==> src/rtl/bpred_btb.sv <==
// Direct-mapped branch target buffer with per-entry saturating direction counters.
// Latency: lookup is combinational (0 cycles); an update becomes visible after the next rising edge.
// Backpressure: none; one update is accepted every cycle and there is no ready signal.
module bpred_btb #(
  parameter int ENTRIES  = 16,
  parameter int AW       = 32,
  parameter int CTR_BITS = 2,
  parameter int CNT_W    = 16
) (
  input  logic             clk,
  input  logic             reset,
  input  logic [AW-1:0]    if_pc,
  output logic             pred_hit,
  output logic             pred_taken,
  output logic [AW-1:0]    pred_next_pc,
  input  logic             flush_all,
  input  logic             upd_valid,
  input  logic [AW-1:0]    upd_pc,
  input  logic             upd_taken,
  input  logic [AW-1:0]    upd_target,
  input  logic             upd_pred_taken,
  input  logic [AW-1:0]    upd_pred_target,
  output logic [CNT_W-1:0] mispred_cnt
);

  localparam int IDXW = $clog2(ENTRIES);
  localparam int TAGW = AW - IDXW - 2;

  localparam logic [CTR_BITS-1:0] CTR_ONE = CTR_BITS'(1);
  localparam logic [CTR_BITS-1:0] CTR_MAX = {CTR_BITS{1'b1}};
  // Freshly allocated entries start weakly taken: only the counter MSB set.
  localparam logic [CTR_BITS-1:0] CTR_WT  = CTR_ONE << (CTR_BITS - 1);
  localparam logic [CNT_W-1:0]    CNT_MAX = {CNT_W{1'b1}};

  // Valid bits live outside the struct so flush can clear them in one shot.
  typedef struct packed {
    logic [TAGW-1:0]     tag;
    logic [AW-1:0]       target;
    logic [CTR_BITS-1:0] ctr;
  } entry_t;

  logic [ENTRIES-1:0] valid_q;
  entry_t             tbl_q [ENTRIES];

  logic [IDXW-1:0]     if_idx;
  logic [IDXW-1:0]     upd_idx;
  logic [TAGW-1:0]     if_tag;
  logic [TAGW-1:0]     upd_tag;
  entry_t              if_ent;
  entry_t              upd_ent;
  logic                upd_hit;
  logic                mispred;
  logic [CTR_BITS-1:0] ctr_inc;
  logic [CTR_BITS-1:0] ctr_dec;

  // PCs are word aligned, so the two LSBs carry no information.
  logic unused_pc_lsb;
  assign unused_pc_lsb = ^{if_pc[1:0], upd_pc[1:0]};

  assign if_idx  = if_pc[IDXW+1:2];
  assign if_tag  = if_pc[AW-1:IDXW+2];
  assign upd_idx = upd_pc[IDXW+1:2];
  assign upd_tag = upd_pc[AW-1:IDXW+2];
  assign if_ent  = tbl_q[if_idx];
  assign upd_ent = tbl_q[upd_idx];

  // Fetch-side lookup straight off the array, so same-cycle updates are not seen.
  always_comb begin
    pred_hit     = valid_q[if_idx] && (if_ent.tag == if_tag);
    pred_taken   = pred_hit && if_ent.ctr[CTR_BITS-1];
    pred_next_pc = pred_taken ? if_ent.target : (if_pc + AW'(4));
  end

  // Resolve-side hit test, saturating counter steps and mispredict detection.
  always_comb begin
    upd_hit = valid_q[upd_idx] && (upd_ent.tag == upd_tag);
    ctr_inc = (upd_ent.ctr == CTR_MAX) ? CTR_MAX : (upd_ent.ctr + CTR_ONE);
    ctr_dec = (upd_ent.ctr == '0) ? '0 : (upd_ent.ctr - CTR_ONE);
    mispred = (upd_taken != upd_pred_taken) ||
              (upd_taken && (upd_pred_target != upd_target));
  end

  // Table write: flush wins over an update; not-taken misses never allocate.
  always_ff @(posedge clk or negedge reset) begin
    if (!reset) begin
      valid_q <= '0;
      for (int i = 0; i < ENTRIES; i++) begin
        tbl_q[i] <= '0;
      end
    end else if (flush_all) begin
      valid_q <= '0;
    end else if (upd_valid) begin
      if (upd_hit) begin
        if (upd_taken) begin
          tbl_q[upd_idx].ctr    <= ctr_inc;
          tbl_q[upd_idx].target <= upd_target;
        end else begin
          tbl_q[upd_idx].ctr <= ctr_dec;
        end
      end else if (upd_taken) begin
        valid_q[upd_idx] <= 1'b1;
        tbl_q[upd_idx]   <= '{tag: upd_tag, target: upd_target, ctr: CTR_WT};
      end
    end
  end

  // Saturating mispredict counter; counts even while the table is being flushed.
  always_ff @(posedge clk or negedge reset) begin
    if (!reset) begin
      mispred_cnt <= '0;
    end else if (upd_valid && mispred && (mispred_cnt != CNT_MAX)) begin
      mispred_cnt <= mispred_cnt + CNT_W'(1);
    end
  end

endmodule

==> config.mk <==
export PLATFORM = sky130hd
export DESIGN_NAME = bpred_btb
export DESIGN_NICKNAME = d
export VERILOG_FILES = /design/src/rtl/bpred_btb.sv
export SDC_FILE = /design/constraint.sdc
export NUM_CORES = 2
export LEC_CHECK = 0
export CAP_MARGIN = 40
export CORE_MARGIN = 5
export CORE_UTILIZATION = 30
export DETAILED_ROUTE_END_ITERATION = 8
export SLEW_MARGIN = 40
export SYNTH_ARGS = -nofsm -noshare
export SYNTH_HDL_FRONTEND = slang
export SYNTH_SLANG_ARGS = --single-unit
==> constraint.sdc <==
create_clock -name clk -period 6.37 [get_ports clk]
set_input_delay 1.274 -clock clk [delete_from_list [all_inputs] [get_ports clk]]
set_output_delay 1.274 -clock clk [all_outputs]
set_load 0.005 [all_outputs]
# == Word-level counts from Yosys, hierarchy flattened ==
# Cells that the tools add are included.
# totals
ff_bits,992
input_bits,134
out_inout_bits,50
wordCells,118
# classes
add_sub_neg,4
n_lt_le_gt_ge,6
eq_ne,7
muxes,32
bitwise_logic,4
n_reduce_logical,15
# ops
cell,n
bitwise mux 960 bit,4
two-way mux 960 bit,3
demux 60 bit (select 4 bit),3
binary-select mux 60 bit (select 4 bit),2
two-way mux 60 bit,5
two-way mux 16 bit,4
== test 26 bit,2
two-way mux 34 bit,1
adder 32 x 3 -> 32 bit (second input constant),1
two-way mux 32 bit,1
inequality test 32 bit,1
adder 16 x 1 -> 16 bit (second input constant),1
inequality test 16 bit (second input constant),1
OR 16 bit,1
greater-or-equal comparator 5 bit (second input constant),2
< comparator 4 x 5 -> 1 bit (second input constant),2
inverter 4 -> 5 bit,2
binary-select mux 1 bit (select 4 bit),2
logical AND 1 bit,8
two-way mux 2 bit,3
AND reduction 3 bit,2
nonzero test 2 bit,3
< comparator 5 x 1 -> 1 bit (second input constant),1
demux 1 bit (select 4 bit),1
10 further kinds,12

# == Depth between registers and ports, before layout ==
# depth
ltp_word,10
depth_mapped,15
mapped_depth_nobuf,8

# == Worst setup path before layout ==
# OpenSTA, ideal clock, no wires.
# synth_path
path_kind,input port to output port
start,input port if_pc[2]
end,output port pred_next_pc[0]
arrival_time_ns,4.591
required_ns,5.096
setup_slack_ns,0.505
cell_stages,10
n_path_buf,7
path_cell_list,buf_2 > buf_2 > buf_2 > buf_2 > buf_2 > buf_2 > buf_1 > mux4_2 > mux4_2 > mux2_2
# synth_between
elab_chain_cells,8
word_cells_on_any_way,10
classes_between,1 x eq/ne; 6 x mux; 1 x bitwise; 2 x reduce/logical
# synth_rtl
item,line,text
start: declaration,12,"input logic [AW-1:0] if_pc,"
inverter 4 -> 5 bit (implied by the code),64,assign if_ent = tbl_q[if_idx];
binary-select mux 60 bit (select 4 bit),64,
two-way mux 60 bit (implied by the code) (2 in series),64,
== test 26 bit,69,pred_hit = valid_q[if_idx] && (if_ent.tag == if_tag);
logical AND 1 bit,69,
logical AND 1 bit,70,pred_taken = pred_hit && if_ent.ctr[CTR_BITS-1];
two-way mux 32 bit *,71,pred_next_pc = pred_taken ? if_ent.target : (if_pc + AW'(4));
end: declaration,15,"output logic [AW-1:0] pred_next_pc,"
# Mark *: on every way between the ends. The rest lies on a longest branch, timed or not. The select of a mux whose other input is x is not followed.

# == Worst setup path in the final report ==
# layout_path
start,input port if_pc[5]
end,output port pred_next_pc[22]
# Same word-level chain as after synthesis.

==> results_dict.tcl <==
set metrics [dict create \
    outcome "finished with violations" \
    violations "setup timing" \
    dieArea_sq_mm 0.177 \
    clk_transition_reported_paths_ns 0.06 \
    setup_viol 1 \
    pwr-share-seq 0.446 \
    slowest_delay_ns 0.54 \
    hold_viol 0 \
    nFillCells 16000 \
    core_area_sq_mm 0.168 \
    grt_remaining_overflow 0 \
    cp.depth 13 \
    vias 31200 \
    fp.dieW_um 421 \
    fmax_mhz 157 \
    post_drt_wl_per_cell_um 27.2 \
    worstMarginPinSlew_ns 0.876 \
    fin_crit_ns 6.37 \
    yosys.area.top_type "dfrtp_1" \
    grt_pass1_wl_um 235000 \
    numCtsBuffers 112 \
    antenna_found_initial 15 \
    finalCritPeriodShare 1.00 \
    r2r_cells 9 \
    holdBufCountCts 0 \
    regArea_sq_mm 0.0248 \
    cts_sinks 992 \
    netSwitchingFraction 0.263 \
    slew_headroom 0.414 \
    wirelength_um 159000 \
    row_count 150 \
    cpMaxStageDelayCell "or4b_4" \
    max_cap_violations 0 \
    syn_area_per_cell_sq_um 15.2 \
    dp_hpwl_um 101000 \
    ys_types 66 \
    p_sw_mw 4.50 \
    clk_latency_ns 0.77 \
    p_int_mw 12.6 \
    path_max_fanout 12 \
    ant_nets 0 \
    worstPathRequired_ns 5.10 \
    root_buffer "clkbuf_16" \
    first_pass_iters 5 \
    pwr-share-comb 0.161 \
    fin_util 0.359 \
    cpLargestDelayFamily "buffers and inverters" \
    clk_path_buf_depth 3 \
    ys_seq_elements 992 \
    peakVddDrop_uv 227 \
    crit_path_start_kind "input port" \
    ys.flop_type "dfrtp_1" \
    finClkSkew_ns 0.0756 \
    yosys.area.top_type_share 0.490 \
    seq_area_frac_synth 0.490 \
    drive_above_1_share 0.490 \
    setup.worst_path.class "in2out" \
    power_mw 17.1 \
    place_congestion 0.835 \
    start_util 0.302 \
    pin_count 184 \
    synth_area_leaders "dfrtp_1 (49%), mux2_2 (21%), mux4_2 (16%)" \
    syn_inst 3341 \
    grtUsageTotal 0.179 \
    critical_path.most_common_cell "mux2i_1" \
    io_buffers 181 \
    clkPwrFrac 0.393 \
    multi_input_comb_area_sq_mm 0.0246 \
    crit_arrival_ns 5.10 \
    fin_nets 3693 \
    die_h_um 421 \
    drv_slew 0 \
    rsz0062_at_grt "true" \
    cp-end-kind "output pin" \
    min-delay-path-class "in2async" \
    timing.critical_path.buf_inv 5 \
    syn_to_final_growth_pct 18.9 \
    synthesis.area_sq_mm 0.0507 \
    drt_iter0_markers 2048 \
    synth_edf_count 0 \
    place_ws_ns -0.0824 \
    power_density_mw_per_mm2 284 \
    ys.warnings.count 0 \
    grt_max_degree 145 \
    drc 0 \
    htreeDepth 3 \
    vias_per_cell 5.33 \
    async_reset_ff_frac 1.00 \
    syn-num-nets 3477 \
    power.leakage_nw 26.8 \
    cts_tree "yes" \
    path_cells "buf_2, mux4_2, mux2i_1, mux2i_1, xor2_1, or4_1, or4b_4, nor4_4, buf_6, buf_4, buf_12, mux2_4, clkdlybuf4s50_1" \
    fin_ws_ns -0.00336 \
    first_global_vias 33100 \
]
-- placed cells by master, fill, tap and decap left out, types with 9 or more instances in the layout --
master,count
nor4_1,9
o21ai_0,10
mux4_2,363
nor2b_1,25
dlymetal6s2s_1,15
clkdlybuf4s50_1,140
bufinv_16,10
nand4_1,16
xor2_1,74
nand2_1,45
buf_4,164
a22oi_1,38
clkbuf_1,25
dfrtp_1,992
a221oi_1,20
mux2i_1,134
and3_1,14
xnor2_1,65
a21oi_1,9
nand3_1,33
clkbuf_8,25
nor2_1,59
clkbuf_16,114
clkinv_2,19
a221o_1,16
mux2_2,959
buf_12,37
inv_1,29
dlygate4sd2_1,13
a21o_1,11
-- kinds of logic after synthesis --
logic type               Yosys count  share of synthesized area
AND/OR/NAND/NOR                  264                     0.0271
flip-flops                       992                      0.490
buffers and inverters            324                     0.0300
AO/OA/AOI/OAI                    154                     0.0252
adder cells (fa/ha/maj)            3                   0.000692
multiplexers                    1463                      0.403
XOR/XNOR                         141                     0.0244
-- worst register-to-register path: stages, from the launching register on --
cell	delay, ns
dfrtp_1	0.39
mux4_2	0.49
mux2i_1	0.19
xor2_1	0.36
o21ai_0	0.31
or4_1	0.75
a211o_1	0.61
o2111ai_4	0.33
buf_12	0.27
mux2_2	0.41
-- cell usage after synthesis (13+ instances only) --
cell / n
nand4_1: 16
nor2_1: 63
xnor2_1: 65
buf_1: 25
and3_1: 15
buf_2: 95
nor2b_1: 28
clkbuf_1: 133
nand2_1: 50
a21o_1: 13
a221oi_1: 20
a221o_1: 16
mux2i_1: 138
a22oi_1: 38
buf_4: 27
inv_1: 29
mux2_2: 960
mux4_2: 363
nand3_1: 39
xor2_1: 76
dfrtp_1: 992
-- state kept, by name, summed over array words and instances, names as in the netlist --
signal       cells
valid_q         16
tbl_q          960
mispred_cnt     16
-- repair_timing --
item | in CTS | in global routing
resized for setup | 24 | 28
pin swaps | 0 | 1
buffers inserted | 5 | 18
gates cloned | 2 | 2
hold endpoints to repair | 0 | 0
endpoints found under the setup margin | 32 | 19
-- cell type report --
type / instances / area share
Antenna cell: 8 / 0.000332
Clock buffer: 161 / 0.0536
Clock inverter: 46 / 0.0105
Inverter: 32 / 0.00204
Multi-Input combinational cell: 2025 / 0.408
Sequential cell: 992 / 0.412
Tap cell: 2204 / 0.0458
Timing Repair Buffer: 394 / 0.0675
-- layer usage --
| layer | global-route usage | wire length, um | vias up | share of wire |
|---|---|---|---|---|
| met5 | 0 | 13 | - | 0.000082 |
| li1 | - | - | 13100 | - |
| met2 | 0.310 | 79600 | 791 | 0.50 |
| met3 | 0.0255 | 6990 | 262 | 0.044 |
| met4 | 0.0744 | 7670 | 2 | 0.048 |
| met1 | 0.227 | 65200 | 17000 | 0.41 |
-- per-stage QoR --
stage               cells  cell area, sq um  hold WS [ns]  setup TNS (ns)
finish               5862             60200         0.374        -0.00336
global route         5857             60200         0.358          -0.293
CTS                  5832             59900         0.497         -0.0477
detailed placement   5618             55900         0.482           -1.73
global placement     5617             55800         0.482           -2.26
floorplan            3341             50700         0.461               0
-- path summary, 6_finish.rpt --
path	from	endpoint	slack [ns]
worst max-delay path	if_pc[5]	pred_next_pc[22]	-0.003
worst min-delay path	reset	tbl_q[407]$_DFFE_PN0P_	0.37
worst max register to register	tbl_q[524]$_DFFE_PN0P_	tbl_q[776]$_DFFE_PN0P_	2.09
worst min register to register	mispred_cnt[11]$_DFFE_PN0P_	mispred_cnt[11]$_DFFE_PN0P_	0.49
max in group asynchronous	reset	mispred_cnt[10]$_DFFE_PN0P_	4.47
min in group clk	mispred_cnt[11]$_DFFE_PN0P_	mispred_cnt[11]$_DFFE_PN0P_	0.49
-- power groups by stage --
| stage | clock network [mW] | logic [mW] | registers [mW] |
|---|---|---|---|
| floorplan | 0 | 1.84 | 7.54 |
| global placement | 0 | 2.72 | 7.69 |
| detailed placement | 0 | 2.78 | 7.72 |
| CTS | 6.89 | 2.79 | 7.61 |
| global route | 7.15 | 2.98 | 7.72 |
| finish | 6.73 | 2.77 | 7.63 |
Note: power is estimated with default switching activity, not from simulation.
==> patch (config.mk and constraints unchanged) <==
`AW`: 32 -> 16.
--- a/src/rtl/bpred_btb.sv
+++ b/src/rtl/bpred_btb.sv
@@ -5,3 +5,3 @@
   parameter int ENTRIES  = 16,
-  parameter int AW       = 32,
+  parameter int AW       = 16,
   parameter int CTR_BITS = 2,
Interface: changed (5 resized); port bits go from 184 to 104. No check against the original RTL was run, so the function may have changed too.
==> patch against the unedited design <==
Sequential cell count shrank 512. Via count fell by 51%. Synthesized area decreased by 50%. Total power decreased by 52%. Clock skew decreased by 0.036 ns. Final area is 51% lower. Highest routed layer unchanged. Setup slack better by 0.46 ns. Wire length down 56%.
==> patch: results (changes against the unedited design) <==
Timing
  • Hold_ws: 0.5019 ns (was 0.3736 ns)
  • Worst Tran Pin Value: 0.8507 ns (was 0.8763 ns)
  • Period utilization: 92.83% (was 100.1%)
  • Skew final: 0.03952 ns (was 0.07556 ns)

Run status
  • Outcome: complete, no violations (was finished with violations)

Global routing
  • Initial antenna violation count: 5 (was 15)
  • Largest net degree at the start of global routing: 152 (was 145)
  • Global-route wire length before repair: 107.5 mm (was 234.6 mm)

Detailed routing
  • Vias per cell: 5.168 (was 5.325)
  • Initial DRC count: 1113 (was 2048)
  • Final wirelength: 70.57 mm (was 159.5 mm)

Critical path
  • Arrival time worst endpoint: 4.64 ns (was 5.10 ns)
  • Slowest cell on crit path: clkdlybuf4s50_1 (was or4b_4)
  • CP max FO: 30 (was 12)
  • Crit-path max cell delay: 0.47 ns (was 0.54 ns)

Power
  • Worst VDD drop: 0.2379 mV (was 0.2269 mV)
  • Switching share of total power: 25.47% (was 26.28%)
  • Combinational share of power: 15.6% (was 16.1%)
  • Static Leak: 0.01315 uW (was 0.02682 uW)
  • Design Power: 8234 uW (was 17130 uW)

Synth
  • Synth top cells by count: dfrtp_1 (480), mux2_2 (343), mux4_2 (171), mux2_4 (101), mux2i_1 (71) (was dfrtp_1 (992), mux2_2 (960), mux4_2 (363), mux2i_1 (138), clkbuf_1 (133))
  • Post-synthesis mux area share: 39.28% (was 40.25%)
  • Syn nets: 1767 (was 3477)
  • Syn Area/Cell: 14.93 um2 (was 15.16 um2)
  • XOR/XNOR share of the synthesized area: 2.319% (was 2.438%)
  • Synth unique cells: 60 (was 66)
  • Fraction of the mapped netlist area in compound gates: 2.339% (was 2.520%)
  • Synth Area in Adders: 0.1829% (was 0.06917%)
  • Top cells by area, synth: dfrtp_1 (47%), mux2_2 (15%), mux4_2 (15%) (was dfrtp_1 (49%), mux2_2 (21%), mux4_2 (16%))
  • Sequential fraction of the synthesis area: 47.46% (was 49.01%)

Layout
  • Share of layout cells above drive strength 1: 44.59% (was 48.99%)
  • Fill count: 7925 (was 15960)
  • Inserted Diodes: 0 (was 8)

Place
  • PortBufs: 101 (was 181)
  • Post-DP HPWL: 45.16 mm (was 100.8 mm)
  • Placed inst area: 0.02736 mm2 (was 0.05587 mm2)
  • Dpl cells: 2849 (was 5618)
  • Gpl congestion: 0.7923 (was 0.8345)
  • Setup WS pre-CTS: 0.5008 ns (was -0.08239 ns)

CTS
  • Clk Latency, worst-skew pair: 0.62 ns (was 0.77 ns)
  • CTS buffer count: 52 (was 112)
  • Post-CTS Setup Inserts: 0 (was 5)

Worst hold path
  • Min-delay worst type: flop to flop (was input port to async pin)
patch: routing by layer:
metal,GRT usage [%],part of all wire [%]
met4,3.362,2.2
met5,0,0.048
met2,25.77,49
met1,21.28,44
met3,2.711,4.6
patch: path summary, 6_finish.rpt:
check / start / to
worst min-delay path: tbl_q[408] / tbl_q[408]
min in group asynchronous: reset / tbl_q[349]
worst min register to register: tbl_q[408] / tbl_q[408]
worst max register to register: tbl_q[79] / tbl_q[413]
worst max-delay path: if_pc[4] / pred_next_pc[15]
max in group asynchronous: reset / tbl_q[391]
patch: cell type report:
class | count | area [um2] | area share, %
clock buffer | 70 | 1469 | 5.018
clock inverter | 24 | 400.4 | 1.368
inverter | 25 | 93.84 | 0.3206
multi-input combinational | 1051 | 12330 | 42.12
sequential | 480 | 12010 | 41.03
tap | 1134 | 1419 | 4.847
timing repair buffer | 160 | 1549 | 5.292
